### config.mk
export PLATFORM = sky130hd
export DESIGN_NAME = rv_multicycle_controller
export DESIGN_NICKNAME = d
export VERILOG_FILES = /design/src/rtl/rv_multicycle_controller.sv
export SDC_FILE = /design/constraint.sdc
export NUM_CORES = 1
export LEC_CHECK = 0
export CAP_MARGIN = 20
export CORE_MARGIN = 2
export CORE_UTILIZATION = 48
export CTS_BUF_LIST = sky130_fd_sc_hd__clkbuf_16
export DETAILED_ROUTE_END_ITERATION = 16
export HOLD_SLACK_MARGIN = 0.06
export PLACE_DENSITY = 0.8
export SYNTH_ARGS = -nofsm -noshare
export SYNTH_HDL_FRONTEND = slang
export SYNTH_SLANG_ARGS = --single-unit
### constraint.sdc
create_clock -name clk -period 1.7 [get_ports clk]
set_input_delay 0.255 -clock clk [delete_from_list [all_inputs] [get_ports clk]]
set_output_delay 0.255 -clock clk [all_outputs]
set_load 0.005 [all_outputs]
### src/rtl/rv_multicycle_controller.sv
// ---------------------------------------------------------------------------
// rv_multicycle_controller
//
// Control FSM for the multicycle RV32I datapath. It sequences each
// instruction through FETCH, DECODE, address/execute, memory and writeback.
// The datapath has one shared ALU and one unified memory port, so every
// select and write enable for that datapath is driven from here. The block
// also keeps a retired-instruction counter.
//
// Ports
//   clk, rst_n     rising-edge clock, asynchronous active-low reset
//   opcode         instr[6:0] from the instruction register (stable after FETCH)
//   zero           ALU zero flag (branch condition)
//   mem_ready      memory completes the current request this cycle
//   mem_req        memory request
//   mem_write      write qualifier for mem_req
//   adr_src        memory address select: 0 = PC, 1 = ALUOut
//   ir_write       latch instruction register and OldPC
//   pc_write       PC write enable
//   reg_write      register file write enable
//   alu_src_a      00 PC, 01 OldPC, 10 RD1
//   alu_src_b      00 RD2, 01 ImmExt, 10 constant 4
//   alu_op         00 add, 01 sub, 10 funct-decoded
//   imm_src        00 I, 01 S, 10 B
//   result_src     00 ALUOut, 01 Data, 10 ALUResult
//   illegal_instr  unsupported opcode seen in DECODE (one cycle)
//   state          current state code, for debug
//   instret        retired instruction count, wraps modulo 2^CNT_WIDTH
// ---------------------------------------------------------------------------
module rv_multicycle_controller #(
  parameter int CNT_WIDTH = 32
) (
  input  logic                 clk,
  input  logic                 rst_n,
  input  logic [6:0]           opcode,
  input  logic                 zero,
  input  logic                 mem_ready,
  output logic                 mem_req,
  output logic                 mem_write,
  output logic                 adr_src,
  output logic                 ir_write,
  output logic                 pc_write,
  output logic                 reg_write,
  output logic [1:0]           alu_src_a,
  output logic [1:0]           alu_src_b,
  output logic [1:0]           alu_op,
  output logic [1:0]           imm_src,
  output logic [1:0]           result_src,
  output logic                 illegal_instr,
  output logic [3:0]           state,
  output logic [CNT_WIDTH-1:0] instret
);

  typedef enum logic [3:0] {
    S_IDLE     = 4'd0,
    S_FETCH    = 4'd1,
    S_DECODE   = 4'd2,
    S_MEMADR   = 4'd3,
    S_MEMREAD  = 4'd4,
    S_MEMWB    = 4'd5,
    S_MEMWRITE = 4'd6,
    S_EXECR    = 4'd7,
    S_EXECI    = 4'd8,
    S_ALUWB    = 4'd9,
    S_BEQ      = 4'd10
  } state_t;

  // Moore-type controls; these are registered alongside the state.
  typedef struct packed {
    logic       mem_req;
    logic       mem_write;
    logic       adr_src;
    logic       reg_write;
    logic [1:0] alu_src_a;
    logic [1:0] alu_src_b;
    logic [1:0] alu_op;
    logic [1:0] imm_src;
    logic [1:0] result_src;
  } ctrl_t;

  localparam logic [6:0] OP_LOAD   = 7'b0000011;
  localparam logic [6:0] OP_STORE  = 7'b0100011;
  localparam logic [6:0] OP_RTYPE  = 7'b0110011;
  localparam logic [6:0] OP_ITYPE  = 7'b0010011;
  localparam logic [6:0] OP_BRANCH = 7'b1100011;

  localparam logic [CNT_WIDTH-1:0] CNT_ONE = CNT_WIDTH'(1);

  state_t               state_q;
  state_t               state_next;
  ctrl_t                ctrl_q;
  logic [CNT_WIDTH-1:0] instret_q;
  logic                 retire;
  logic                 opcode_legal;

  // Control word for a given state. The opcode input is used only to pick
  // the immediate format in MEMADR. It is sampled while the state is
  // DECODE, and the instruction register already holds a stable value then.
  function automatic ctrl_t ctrl_for(input state_t s, input logic [6:0] op);
    ctrl_t c;
    c = '0;
    case (s)
      S_FETCH: begin
        c.mem_req    = 1'b1;
        c.alu_src_b  = 2'b10;
        c.result_src = 2'b10;
      end
      S_DECODE: begin
        // Precompute the branch target (OldPC + B-imm) into ALUOut.
        c.alu_src_a = 2'b01;
        c.alu_src_b = 2'b01;
        c.imm_src   = 2'b10;
      end
      S_MEMADR: begin
        c.alu_src_a = 2'b10;
        c.alu_src_b = 2'b01;
        c.imm_src   = (op == OP_STORE) ? 2'b01 : 2'b00;
      end
      S_MEMREAD: begin
        c.mem_req = 1'b1;
        c.adr_src = 1'b1;
      end
      S_MEMWB: begin
        c.reg_write  = 1'b1;
        c.result_src = 2'b01;
      end
      S_MEMWRITE: begin
        c.mem_req   = 1'b1;
        c.mem_write = 1'b1;
        c.adr_src   = 1'b1;
      end
      S_EXECR: begin
        c.alu_src_a = 2'b10;
        c.alu_op    = 2'b10;
      end
      S_EXECI: begin
        c.alu_src_a = 2'b10;
        c.alu_src_b = 2'b01;
        c.alu_op    = 2'b10;
      end
      S_ALUWB: begin
        c.reg_write = 1'b1;
      end
      S_BEQ: begin
        c.alu_src_a = 2'b10;
        c.alu_op    = 2'b01;
      end
      default: c = '0;
    endcase
    return c;
  endfunction

  always_comb begin
    // NOTE: every signal assigned in a combinational block gets a default
    // first. Without one, a path that does not assign it infers a latch.
    opcode_legal = 1'b0;
    case (opcode)
      OP_LOAD, OP_STORE, OP_RTYPE, OP_ITYPE, OP_BRANCH: opcode_legal = 1'b1;
      default:                                          opcode_legal = 1'b0;
    endcase
  end

  always_comb begin
    state_next = S_IDLE;
    case (state_q)
      S_IDLE:     state_next = S_FETCH;
      S_FETCH:    state_next = mem_ready ? S_DECODE : S_FETCH;
      S_DECODE: begin
        case (opcode)
          OP_LOAD, OP_STORE: state_next = S_MEMADR;
          OP_RTYPE:          state_next = S_EXECR;
          OP_ITYPE:          state_next = S_EXECI;
          OP_BRANCH:         state_next = S_BEQ;
          default:           state_next = S_FETCH;
        endcase
      end
      S_MEMADR:   state_next = (opcode == OP_STORE) ? S_MEMWRITE : S_MEMREAD;
      S_MEMREAD:  state_next = mem_ready ? S_MEMWB : S_MEMREAD;
      S_MEMWB:    state_next = S_FETCH;
      S_MEMWRITE: state_next = mem_ready ? S_FETCH : S_MEMWRITE;
      S_EXECR:    state_next = S_ALUWB;
      S_EXECI:    state_next = S_ALUWB;
      S_ALUWB:    state_next = S_FETCH;
      S_BEQ:      state_next = S_FETCH;
      default:    state_next = S_IDLE;   // unused codes 11-15 recover
    endcase
  end

  // An instruction retires on the edge that leaves its final state.
  // These final states are mutually exclusive, so at most one increment
  // happens per edge.
  assign retire = (state_q == S_MEMWB) || (state_q == S_ALUWB) ||
                  (state_q == S_BEQ)   ||
                  ((state_q == S_MEMWRITE) && mem_ready);

  // The control word is loaded from the next state, so the registered
  // outputs line up with the state register in the same cycle.
  always_ff @(posedge clk or negedge rst_n) begin
    // NOTE: sequential state uses non-blocking assignments, so every
    // register samples pre-edge values regardless of statement order.
    if (!rst_n) begin
      state_q   <= S_IDLE;
      ctrl_q    <= '0;
      instret_q <= '0;
    end else begin
      state_q <= state_next;
      ctrl_q  <= ctrl_for(state_next, opcode);
      if (retire) instret_q <= instret_q + CNT_ONE;
    end
  end

  assign mem_req    = ctrl_q.mem_req;
  assign mem_write  = ctrl_q.mem_write;
  assign adr_src    = ctrl_q.adr_src;
  assign reg_write  = ctrl_q.reg_write;
  assign alu_src_a  = ctrl_q.alu_src_a;
  assign alu_src_b  = ctrl_q.alu_src_b;
  assign alu_op     = ctrl_q.alu_op;
  assign imm_src    = ctrl_q.imm_src;
  assign result_src = ctrl_q.result_src;

  // These depend on same-cycle inputs, so they stay combinational.
  // FETCH latches IR/OldPC and advances the PC in the cycle the memory
  // answers. BEQ loads the precomputed target when the compare is equal.
  assign ir_write      = (state_q == S_FETCH) && mem_ready;
  assign pc_write      = ((state_q == S_FETCH) && mem_ready) ||
                         ((state_q == S_BEQ) && zero);
  assign illegal_instr = (state_q == S_DECODE) && !opcode_legal;

  assign state   = state_q;
  assign instret = instret_q;

endmodule

### Yosys cells after proc, flatten, opt, wreduce, memory -nomap -nowiden

Index checks and enable logic that the tools add are counted.
W data, S select, Z words.

* add/subtract/negate cells: 1
* equality and inequality tests: 25
* mux-type cells: 17
* reduce and logical (&&, ||, !) cells: 20

Operators with widths (number)
* $add A32 B1 Y32 const B: 1
* $eq A4 B3 Y1 const B: 8
* $pmux W4 S7: 1
* $eq A4 B4 Y1 const B: 6
* $pmux W2 S2: 5
* $eq A4 B2 Y1 const B: 4
* $pmux W4 S4: 1
* $eq A7 B6 Y1 const B: 2
* $reduce_or A2 Y1: 5
* $eq A4 B1 Y1 const B: 2
* $reduce_or A4 Y1: 2
* $eq A7 B2 Y1 const B: 1
* $eq A7 B5 Y1 const B: 1
* $eq A7 B7 Y1 const B: 1
* $mux W1: 7
* $reduce_or A3 Y1: 2
* $reduce_or A5 Y1: 1
* $logic_and A1 B1 Y1: 4
* $logic_not A4 Y1: 1
* $logic_or A1 B1 Y1: 4
* $mux W2: 2
* $mux W3: 1
* $logic_not A1 Y1: 1

* register bits after elaboration: 50
* bits of input ports: 11
* output and inout port bits: 53
* word-level logic and storage cells: 74

### Depth between registers and ports, before layout

Gate-level depths: netlist (run 1).

* depth in word-level cells: 7
* gate-level depth with buffers: 7
* gate-level depth less buffers: 6

### Least setup slack after synthesis (run 1)

Ideal clock, no wire load.

* path type: register -> register
* from: register instret_q[11] (netlist: instret[11])
* to: register instret_q[28] (netlist: instret[28])
* library setup time: 0.123 ns
* arrival time: 1.436 ns
* data required time: 1.577 ns
* setup slack: 0.141 ns
* cell stages (with the launch flop): 7
* path buffers: 1
* clock period less this slack: 1.559 ns
* cells stage by stage: dfrtp_1 -> and4_1 -> and4_1 -> and3_1 -> buf_2 -> nand4_1 -> xnor2_1

* longest elaborated chain between the ends: 1

RTL lines
* from (decl): RTL line 92 `logic [CNT_WIDTH-1:0] instret_q;`
* from (signal assigned): RTL line 208 `if (retire) instret_q <= instret_q + CNT_ONE;`
* $add A32 B1 Y32: RTL line 208

No other way between the ends.
A chain may end at the register's enable or synchronous reset.

### Final worst setup path (run 1)

* from: register state_q[3] (netlist: state[3])
* to: register instret_q[8] (netlist: instret[8])

* longest elaborated chain between the ends: 4
* elaborated cells between the ends (all ways): 8
* those cells by class: 4 x eq/ne; 4 x reduce/logical

RTL lines
* from (decl): RTL line 89 `state_t state_q;`
* from (signal assigned): RTL line 206 `state_q <= state_next;`
* $eq A4 B3 Y1 or $eq A4 B4 Y1 (tied branches): RTL line 192 `assign retire = (state_q == S_MEMWB) || (state_q == S_ALUWB) ||`
* $logic_or A1 B1 Y1 (2 in series): RTL line 192
* $logic_or A1 B1 Y1 (*): RTL line 193 `(state_q == S_BEQ) ||`

Mark *: on every way between the ends. The rest lies on a longest branch, timed or not.

==> results of run 1 <==
registers in the layout, indices dropped and copies added, names as in the netlist:
| name | cells |
|---|---|
| reg_write | 1 |
| instret | 32 |
| imm_src | 2 |
| alu_src_b | 2 |
| result_src | 2 |
| mem_write | 1 |
| mem_req | 1 |
| adr_src | 1 |
| alu_src_a | 2 |
| state | 4 |
| alu_op | 2 |
final timing paths:
kind,end,slack [ns],start,depth (start not counted)
worst max-delay path,instret[8],-0.1,state[3],8
worst min-delay path,instret[31],0.47,instret[31],1
worst max register to register,instret[8],-0.1,state[3],8
worst min register to register,instret[31],0.47,instret[31],1
max in group asynchronous,state[2],0.98,rst_n,3
min in group asynchronous,instret[18],0.49,rst_n,3
what timing repair did:
| item | in CTS | in global routing |
|---|---|---|
| hold buffers | 1 | 0 |
| pin swaps | 11 | 14 |
| endpoints found under the hold margin | 50 | 0 |
| setup endpoints to repair | 14 | 45 |
| resized for setup | 33 | 27 |
| setup buffers | 16 | 6 |
per-stage QoR:
step	instance area [µm²]	power [mW]	instances	TNS [ns]
after detailed placement	3250	3.11	352	-5.63
after floorplan	2330	2.23	209	0
after CTS	3600	4.26	375	-0.913
final	3760	4.48	381	-1.04
after global placement	3250	3.08	352	-4.87
after global routing	3760	4.71	381	-3.51
cell families (layout without fill, tap and decap cells):
| kind of cell | count (synthesis) | count (layout) | share of synthesized area (%) |
|---|---|---|---|
| buf+inv | 8 | 126 | 1.55 |
| fa+ha+maj | 1 | 1 | 0.536 |
| mux | 1 | 1 | 0.483 |
| flops | 50 | 50 | 53.6 |
| simple gates | 97 | 97 | 25.1 |
| xor+xnor | 31 | 31 | 11.6 |
| compound gates | 21 | 21 | 7.08 |
routing by layer:
metal | wire, µm | global-route usage (%) | share of wire (%)
met1 | 2360 | 26.1 | 40
met5 | 0 | 0 | 0
met2 | 3160 | 39.2 | 54
met4 | 86 | 6.87 | 1.5
met3 | 237 | 4.12 | 4.1
layout make-up:
cell class	instances	area share [%]
Clock inverter	3	0.432
Tap cell	54	1.80
Sequential cell	50	33.3
Timing Repair Buffer	115	28.9
Multi-Input combinational cell	151	32.0
Clock buffer	5	3.32
Inverter	3	0.299
cells in the final DEF, fill, tap and decap left out, types with 3 or more instances in the layout:
cell / n
and2_1: 6
and3_1: 9
and4_1: 5
buf_2: 3
buf_4: 36
buf_6: 13
clkbuf_16: 5
clkdlybuf4s50_1: 57
dfrtp_1: 49
inv_1: 3
nand2_1: 12
nand2_2: 3
nand3_1: 6
nand3_2: 5
nand4_1: 11
nor2_1: 7
nor2b_1: 7
nor3_1: 4
xnor2_1: 22
xor2_1: 8
power by group:
| group | internal, mW | switching (mW) | leakage [nW] |
|---|---|---|---|
| Combinational | 1.12 | 0.881 | 0.955 |
| Sequential | 1.39 | 0.130 | 0.665 |
| Clock | 0.537 | 0.413 | 0.0672 |
cells in the mapped netlist (3+ instances only):
cell / instances
nand2_1: 15
and2b_1: 3
inv_1: 3
and2_1: 6
and4_1: 5
xor2_1: 8
buf_2: 5
nor2b_1: 9
o21ai_0: 4
and3_1: 12
nor3_1: 5
xnor2_1: 23
dfrtp_1: 50
nand3_1: 12
nand4_1: 11
nor2_1: 7
==> summary.md, run 1 <==
| Metric | Value |
|---|---|
| Async SR Flop Fraction | `between 90% and 100%` |
| Syn Std Cell Area | `0.00233 mm²` |
| Tmin final | `between 1.5 and 2 ns` |
| Fin. max-slew vios | `0` |
| Reg area | `between 0.001 and 0.0015 mm²` |
| Critical Path AT | `around 2.0 ns` |
| Worst setup EP type | `register` |
| VDD IR-drop max | `around 0.8 mV` |
| Final setup violation count | `23` |
| Pre-CTS setup slack | `-0.257 ns` |
| CTS sink count | `50` |
| Max-cap viol count | `0` |
| Nets | `around 340` |
| Routed len/inst | `around 15 µm` |
| Status | `finished, violations left` |
| Crit Path Max Fanout | `5` |
| Clock Root Buffer | `clkbuf_16` |
| Count of warnings emitted by yosys | `0` |
| Worst-Margin Slew | `roughly 0.34 ns` |
| Post-synth top area share | `between 50% and 60%` |
| Final wirelength | `a little under 6 mm` |
| Worst hold-check path type | `reg -> reg` |
| Power Density | `about 1200 mW/mm²` |
| Seq/Total Area, Yosys | `53.6%` |
| Worst skew pair latency | `around 0.29 ns` |
| # diodes | `0` |
| TritonCTS clock tree | `done` |
| Achievable Freq | `557 MHz` |
| LEAKAGE | `roughly 1.7 nW` |
| GR Util All Layers | `a little over a fifth` |
| Filler cells | `281` |
| Critical Path, Cell by Cell | `buf_6 > buf_6 > and2b_2 > o21ai_4 > buf_4 > a21oi_4 > and3_1 > xor2_1` |
| Largest net degree at the start of global routing | `approximately 50` |
| Area Growth Syn to Fin | `61.3%` |
| Starting Density | `49.7%` |
| Hold_ws | `between 0.4 and 0.5 ns` |
| CORE AREA | `roughly 0.0047 mm²` |
| Slowest CP cell | `dfrtp_1` |
| Row count | `25` |
| Cell variety after synth | `39` |
| Max incr delay on CP | `~0.40 ns` |
| Overflow after GRT | `0` |
| Post-route setup slack | `-0.0959 ns` |
| Util after Layout | `approximately four fifths` |
| Tcrit/Tclk final | `106%` |
| Syn_nets | `221` |
| Vias | `2051` |
| # H-tree levels | `2` |
| Cell family with most CP delay | `simple AND/OR/NAND/NOR gates` |
| Longest Clk Path Bufs | `2` |
| ANT nets after route | `0` |
| DR pass1 iterations | `4` |
| Bufs and invs on worst path | `3` |
| Multi-input logic area | `approximately 0.0012 mm²` |
| DRC errors left | `0` |
| Die W | `between 70 and 80 µm` |
| Clock transition at path regs | `0.07 ns` |
| Post-synth top area cell | `dfrtp_1` |
| Global-route wire length before repair | `roughly 9 mm` |
| Layout cell share with drive strength beyond 1 | `between 20% and 30%` |
| RSZ-0062 raised after global routing | `yes` |
| TritonCTS Buffers | `5` |
| Ranking of synthesized cells by area | `dfrtp_1, xnor2_1, and3_1` |
| Final hold vios | `0` |
| Worst Skew | `slightly below 0.006 ns` |
| Detailed Route Iter0 Violations | `108` |
| Port Buf Inserts | `between 60 and 70` |
| Die area | `around 0.0054 mm²` |
| Rel. slew slack | `77.4%` |
| Ports | `64` |
| Gpl congestion | `~0.80` |
| Die height | `~74 µm` |
| Primary FF master, synth | `dfrtp_1` |
| Most used cell, CP | `buf_6` |
| Post-synth EDFFs | `0` |
| Setup crit start kind | `register` |
| Violated checks | `setup timing` |
| Gate Count Post-Synth | `approximately 210` |
| Crit path kind | `reg -> reg` |
| Worst Path Required | `~1.9 ns` |
| Mean Syn Cell Area | `around 11 µm²` |
| Detail Placement HPWL | `between 3 and 4 mm` |
| Yosys reg bits | `50` |
| Initial antenna violation count | `0` |
| Vias/cell | `between 5 and 6` |
| Vias in the first global route | `roughly 2000` |
No activity file was read; power rests on OpenSTA's default activity.
==> run 2, diff against run 1 <==
ABC_AREA = 1   (was unset)
CORE_UTILIZATION = 50   (was 48)
SETUP_SLACK_MARGIN = 0.1   (was unset)
==> summary.md, run 2 <==
| Metric | Value |
|---|---|
| Ports | `64 (unchanged)` |
| Placed instance area | `0.00374 mm² (was 0.00325 mm²)` |
| Syn_nets | `374 (was 221)` |
| Starting Density | `52.5% (was 49.7%)` |
| Detail Placement HPWL | `5.15 mm (was 3.85 mm)` |
| Global-route wire length before repair | `12.8 mm (was 9.06 mm)` |
| GR Util All Layers | `26.7% (was 21.8%)` |
| Clock Root Buffer | `clkbuf_16 (unchanged)` |
| CTS sink count | `50 (unchanged)` |
| Busiest layer in global routing | `met2 (unchanged)` |
| Simple-gate portion of the synthesized area | `37.7% (was 25.1%)` |
| Pwr Total | `4.90 mW (was 4.48 mW)` |
| Switching part of the total | `34.7% (was 31.8%)` |
| Post-route setup slack | `0.0699 ns (was -0.0959 ns)` |
| Detailed Route Iter0 Violations | `251 (was 108)` |
| Max incr delay on CP | `0.45 ns (was 0.40 ns)` |
| Clock Power Share | `22.9% (was 21.2%)` |
| Worst setup EP type | `output pin (was register)` |
| Worst Path Required | `1.44 ns (was 1.87 ns)` |
| Post-synth top area share | `46.0% (was 53.6%)` |
| Row count | `26 (was 25)` |
| # H-tree levels | `2 (unchanged)` |
| Gate Count Post-Synth | `362 (was 209)` |
| RSZ-0062 raised after global routing | `yes (unchanged)` |
| Post-synth EDFFs | `0 (unchanged)` |
| Design area | `0.00432 mm² (was 0.00376 mm²)` |
| Worst Skew | `0.00333 ns (was 0.00595 ns)` |
| Critical Path, Cell by Cell | `inv_4 > nand2_4 > nor2_4 > nand2_2 > a31oi_1 > buf_2 (was buf_6 > buf_6 > and2b_2 > o21ai_4 > buf_4 > a21oi_4 > and3_1 > xor2_1)` |
| Syn Std Cell Area | `0.00272 mm² (was 0.00233 mm²)` |
| Layout cell share with drive strength beyond 1 | `29.3% (was 29.4%)` |
| Tmin final | `1.63 ns (was 1.80 ns)` |
| Largest net degree at the start of global routing | `51 (unchanged)` |
| Seq/Total Area, Yosys | `46.0% (was 53.6%)` |
| Commonest non-fill, non-tap cell in the layout | `nand2_1 (was clkdlybuf4s50_1)` |
| Longest Clk Path Bufs | `2 (unchanged)` |
| Die area | `0.00604 mm² (was 0.00544 mm²)` |
| Tcrit/Tclk final | `95.9% (was 106%)` |
| Initial antenna violation count | `0 (unchanged)` |
| # diodes | `0 (unchanged)` |
| Flop pwr share | `31.5% (was 34.0%)` |
| Port Buf Inserts | `63 (unchanged)` |
| Critical Path AT | `1.38 ns (was 1.96 ns)` |
| Vias/cell | `5.21 (was 5.38)` |
| Crit path kind | `reg -> out (was reg -> reg)` |
| Clock transition at path regs | `0.06 ns (was 0.07 ns)` |
| Cell variety after synth | `23 (was 39)` |
| Largest family of logic cells by synthesized area | `simple AND/OR/NAND/NOR gates (unchanged)` |
| Multiplexer share of the synthesized area | `0% (was 0.483%)` |
| LEAKAGE | `2.11 nW (was 1.69 nW)` |
| Rel. slew slack | `77.7% (was 77.4%)` |
| Routed len/inst | `14.6 µm (was 15.3 µm)` |
| Pint | `3.20 mW (was 3.05 mW)` |
| Die height | `77.7 µm (was 73.7 µm)` |
| Status | `completed (was finished, violations left)` |
| Mean Syn Cell Area | `7.51 µm² (was 11.2 µm²)` |
| Commonest non-fill, non-tap cells in the layout | `nand2_1, clkdlybuf4s50_1, dfrtp_1, inv_1, buf_4 (was clkdlybuf4s50_1, dfrtp_1, buf_4, xnor2_1, buf_6)` |
| Vias in the first global route | `2757 (was 1995)` |
| Slowest CP cell | `dfrtp_2 (was dfrtp_1)` |
| Ranking of synthesized cells by area | `dfrtp_1, nand2_1, inv_1 (was dfrtp_1, xnor2_1, and3_1)` |
| Async SR Flop Fraction | `100% (unchanged)` |
| DR pass1 iterations | `4 (unchanged)` |
| Primary FF master, synth | `dfrtp_1 (unchanged)` |
| TritonCTS clock tree | `done (unchanged)` |
| Post-synthesis xor/xnor area fraction | `5.80% (was 11.6%)` |
| Worst-Margin Slew | `0.332 ns (was 0.337 ns)` |
| Yosys reg bits | `50 (unchanged)` |
| Vias | `2884 (was 2051)` |
| Synth cell count leaders | `nand2_1, dfrtp_1, inv_1, nor2_1, nand3_1 (was dfrtp_1, xnor2_1, nand2_1, and3_1, nand3_1)` |
| Count of warnings emitted by yosys | `0 (unchanged)` |
| DRC errors left | `0 (unchanged)` |
| Count leader, synth | `nand2_1 (was dfrtp_1)` |
| CORE AREA | `0.00517 mm² (was 0.00469 mm²)` |
| Final wirelength | `8.09 mm (was 5.84 mm)` |
| Die W | `77.7 µm (was 73.7 µm)` |
| Overflow after GRT | `0 (unchanged)` |
| Max-cap viol count | `0 (unchanged)` |
| GR Util met1 | `35.5% (was 26.1%)` |
| Pre-CTS setup slack | `-0.373 ns (was -0.257 ns)` |
| Area Growth Syn to Fin | `58.8% (was 61.3%)` |
| Max FFs per register | `32 (unchanged)` |
| Achievable Freq | `613 MHz (was 557 MHz)` |
| Worst skew pair latency | `0.29 ns (about the same)` |
| Power Density | `1140 mW/mm² (was 1190 mW/mm²)` |
| Fin. max-slew vios | `0 (unchanged)` |
| Routing usage on met2 | `43.6% (was 39.2%)` |
| Post-synth top area cell | `dfrtp_1 (unchanged)` |
| Crit Path Max Fanout | `4 (was 5)` |
| ANT nets after route | `0 (unchanged)` |
| Final setup violation count | `0 (was 23)` |
| Final hold vios | `0 (unchanged)` |
| TritonCTS Buffers | `5 (unchanged)` |
| GR Util met3 | `5.12% (was 4.12%)` |
| Gpl congestion | `0.895 (was 0.798)` |
| VDD IR-drop max | `0.769 mV (was 0.782 mV)` |
| Nets | `495 (was 338)` |
| Adder-cell share of the synthesized area | `0.460% (was 0.536%)` |
| Setup crit start kind | `register (unchanged)` |
| Worst hold-check path type | `in -> reg (was reg -> reg)` |
| Synth Area in Compound Gates | `2.12% (was 7.08%)` |
| Comb power frac | `45.6% (was 44.7%)` |
| P_sw | `1.70 mW (was 1.42 mW)` |
-- run 2: kinds of logic (layout without fill, tap and decap cells) --
family                     count (synthesis)  count (layout)
AOI/OAI and AO/OA                          9               9
xor gates and xnor gates                  18              18
adders and majority gates                  1               1
buffers and inverters                     54             176
DFF                                       50              50
and+or+nand+nor                          230             230
-- run 2: final timing paths --
kind                        startpoint       endpoint  slack [ns]  depth (start not counted)
hold reg to reg            instret[18]    instret[18]        0.52                          1
max in group asynchronous        rst_n     instret[3]        0.96                          3
setup reg to reg              state[3]     instret[2]        0.07                         10
hold / removal               opcode[6]     imm_src[0]        0.44                          5
min in group asynchronous        rst_n   alu_src_a[0]        0.48                          3
setup / recovery              state[2]  illegal_instr        0.07                          6
-- run 2: per-layer routing --
layer,up-vias,wire [µm],part of all wire [%]
li1,1353,-,-
met1,1382,3360,42
met2,125,4040,50
met3,24,474,5.9
met4,0,221,2.7
met5,-,0,0
-- run 2: power by group through the flow --
stage	sequential [mW]	combinational, mW	clock, mW
CTS	1.52	1.84	1.13
floorplan	1.58	0.637	0
finish	1.55	2.24	1.12
detailed placement	1.54	1.64	0
global route	1.57	2.40	1.20
global placement	1.53	1.61	0
-- run 2: final cells by class --
| type | count | area, µm² |
|---|---|---|
| clock buffer | 5 | 125 |
| fill | 279 | 856 |
| timing repair buffer | 116 | 1090 |
| multi-input combinational | 258 | 1520 |
| clock inverter | 3 | 40.0 |
| inverter | 52 | 198 |
| sequential | 50 | 1250 |
| tap | 70 | 87.6 |
-- run 2: critical path, delay by kind of cell (launching register included) --
| kind | cells | cell delay (ns) |
|---|---|---|
| AOI/OAI and AO/OA | 1 | 0.16 |
| and+or+nand+nor | 3 | 0.23 |
| buffers and inverters | 2 | 0.25 |
| DFF | 1 | 0.45 |
-- run 2: metrics by stage --
stage,TNS [ns],utilization [%],std cells,hold WS [ns]
after floorplan,0,-,362,-0.0406
after global placement,-0.614,72.3,533,0.263
after detailed placement,-1.03,72.3,533,0.261
after CTS,0,78.5,550,0.493
after global routing,0,83.5,554,0.464
final,0,83.5,554,0.445
-- run 2: what timing repair did --
action,CTS,global route
hold endpoints to repair,50,0
setup endpoints to repair,30,46
pin swaps,12,35
hold buffers,1,0
resized for setup,39,72
setup buffers,9,5
==> run 3, diff against run 2 <==
CORE_ASPECT_RATIO = 1.1   (was unset)
==> summary.md, run 3 (synthesized netlist as in run 2, its figures left out) <==
| Metric | Value |
|---|---|
| Worst skew pair latency | `0.29 ns (about the same)` |
| Worst hold-check path type | `in -> reg (unchanged)` |
| Max FFs per register | `32 (unchanged)` |
| Crit Reg-Reg Endpoint | `instret[24] (was instret[2])` |
| Max-cap viol count | `0 (unchanged)` |
| Critical Path AT | `1.35 ns (was 1.38 ns)` |
| Nets | `489 (was 495)` |
| Clock transition at path regs | `0.07 ns (was 0.06 ns)` |
| R2R Setup Slk | `0.11 ns (was 0.07 ns)` |
| Vias | `2782 (was 2884)` |
| CP startpoint | `state[2] (unchanged)` |
| Status | `completed (unchanged)` |
| Crit path kind | `reg -> out (unchanged)` |
| Achievable Freq | `622 MHz (was 613 MHz)` |
| Cell family with most CP delay | `flip-flops (unchanged)` |
| Die W | `74.3 µm (was 77.7 µm)` |
| Tcrit/Tclk final | `94.5% (was 95.9%)` |
| Detail Placement HPWL | `4.97 mm (was 5.15 mm)` |
| Busiest layer in global routing | `met2 (unchanged)` |
| Worst Path Required | `1.44 ns (about the same)` |
| Routing usage on met2 | `44.6% (was 43.6%)` |
| CORE AREA | `0.00533 mm² (was 0.00517 mm²)` |
| Initial antenna violation count | `0 (unchanged)` |
| Final hold vios | `0 (unchanged)` |
| Max incr delay on CP | `0.41 ns (was 0.45 ns)` |
| Worst R2R Path Depth | `10 (unchanged)` |
| Critical Path Stages | `6 (unchanged)` |
| Placed instance area | `0.00368 mm² (was 0.00374 mm²)` |
| Final setup violation count | `0 (unchanged)` |
| Critical Path, Cell by Cell | `inv_2 > nand2_2 > nor2_2 > nand2_1 > a31oi_1 > buf_2 (was inv_4 > nand2_4 > nor2_4 > nand2_2 > a31oi_1 > buf_2)` |
| GR Util met1 | `25.8% (was 35.5%)` |
| Vias/cell | `5.03 (was 5.21)` |
| RSZ-0062 raised after global routing | `yes (unchanged)` |
| DR pass1 iterations | `6 (was 4)` |
| Fin. max-slew vios | `0 (unchanged)` |
| Pre-CTS setup slack | `-0.351 ns (was -0.373 ns)` |
| VDD IR-drop max | `0.761 mV (was 0.769 mV)` |
| Die area | `0.00604 mm² (about the same)` |
| Overflow after GRT | `0 (unchanged)` |
| Total negative setup slack | `0 ns (unchanged)` |
| Port Buf Inserts | `63 (unchanged)` |
| Rel. slew slack | `80.8% (was 77.7%)` |
| Worst setup EP type | `output pin (unchanged)` |
| Design area | `0.00412 mm² (was 0.00432 mm²)` |
| Commonest non-fill, non-tap cells in the layout | `nand2_1, clkdlybuf4s50_1, dfrtp_1, inv_1, nor2_1 (was nand2_1, clkdlybuf4s50_1, dfrtp_1, inv_1, buf_4)` |
| Layout cell share with drive strength beyond 1 | `22.6% (was 29.3%)` |
| Detailed Route Iter0 Violations | `195 (was 251)` |
| DRC errors left | `0 (unchanged)` |
| Commonest non-fill, non-tap cell in the layout | `nand2_1 (unchanged)` |
| Crit Path Max Fanout | `2 (was 4)` |
| Starting Density | `51.0% (was 52.5%)` |
| Global-route wire length before repair | `11.1 mm (was 12.8 mm)` |
| TritonCTS clock tree | `done (unchanged)` |
| Area Growth Syn to Fin | `51.6% (was 58.8%)` |
| Post-route setup slack | `0.0932 ns (was 0.0699 ns)` |
| Worst-Margin Slew | `0.287 ns (was 0.332 ns)` |
| Die height | `81.3 µm (was 77.7 µm)` |
| Gpl congestion | `0.890 (was 0.895)` |
| LEAKAGE | `2.06 nW (was 2.11 nW)` |
| Longest Clk Path Bufs | `2 (unchanged)` |
| Vias in the first global route | `2592 (was 2757)` |
| Slowest CP cell | `dfrtp_1 (was dfrtp_2)` |
| CTS sink count | `50 (unchanged)` |
| GR Util All Layers | `23.7% (was 26.7%)` |
| Worst Skew | `0.00829 ns (was 0.00333 ns)` |
| Tmin final | `1.61 ns (was 1.63 ns)` |
| # H-tree levels | `2 (unchanged)` |
| GR Util met3 | `5.21% (was 5.12%)` |
| R2r startpoint | `instret[0] (was state[3])` |
| Clock Root Buffer | `clkbuf_16 (unchanged)` |
| Routed len/inst | `13.1 µm (was 14.6 µm)` |
| Largest net degree at the start of global routing | `51 (unchanged)` |
| ANT nets after route | `0 (unchanged)` |
| Bufs and invs on worst path | `2 (unchanged)` |
| Pwr Total | `4.50 mW (was 4.90 mW)` |
| Power Density | `1090 mW/mm² (was 1140 mW/mm²)` |
| Worst setup endpoint | `illegal_instr (unchanged)` |
| Ports | `64 (unchanged)` |
| Util after Layout | `77.3% (was 83.5%)` |
| TritonCTS Buffers | `5 (unchanged)` |
| # diodes | `0 (unchanged)` |
| Setup crit start kind | `register (unchanged)` |
| Row count | `28 (was 26)` |
| Final wirelength | `7.27 mm (was 8.09 mm)` |
run 3: layer usage:
layer | routed length [µm] | vias to the layer above
met4 | 150 | 0
met5 | 0 | -
met1 | 2790 | 1321
met3 | 361 | 21
met2 | 3970 | 96
li1 | - | 1344
run 3: area by class of cell:
cell class / count / area [µm²]
clock buffers: 5 / 125
clock inverters: 3 / 28.8
fillers: 389 / 1210
inverters: 52 / 200
multi-input cells: 259 / 1390
flip-flops and latches: 50 / 1250
well taps: 75 / 93.8
repair buffers: 109 / 1020
run 3: power breakdown:
group	leakage (nW)	internal (mW)	switching (mW)
logic	1.36	0.981	0.960
clock network	0.0763	0.564	0.465
registers	0.626	1.39	0.142
total	2.06	2.94	1.57
run 3: how the worst min path moves through the flow:
| stage | startpoint | endpoint | slack (ns) | cells after the start |
|---|---|---|---|---|
| 5_1_grt | opcode[6] | state[1] | 0.46 | 4 |
| 3_5_place_dp | rst_n | instret[7] | 0.26 | 2 |
| 6_report | opcode[6] | state[1] | 0.42 | 4 |
| 3_3_place_gp | rst_n | instret[7] | 0.26 | 2 |
| 2_1_floorplan | rst_n | adr_src | -0.04 | 0 |
| 4_1_cts | rst_n | instret[2] | 0.50 | 3 |
run 3: worst register-to-register path: stages (launching register included):
cell,delay (ns)
dfrtp_1,0.39
ha_1,0.21
nand3_1,0.11
inv_1,0.07
nand2_1,0.10
nor2_4,0.18
nand2_4,0.10
nor2_4,0.14
nand2_1,0.07
nand2_1,0.06
nand2_1,0.05
run 3: stage by stage:
stage / hold slack (ns) / instances
floorplan: -0.0406 / 362
global placement: 0.259 / 531
detailed placement: 0.263 / 531
CTS: 0.498 / 546
global route: 0.461 / 553
finish: 0.416 / 553
run 3: timing repair:
action / 4_1_cts / 5_1_grt
gates cloned: 1 / 0
hold endpoints to repair: 50 / 0
endpoints found under the setup margin: 23 / 41
setup buffers: 5 / 7
resized for setup: 25 / 45
pin swaps: 5 / 18
hold buffers: 1 / 0
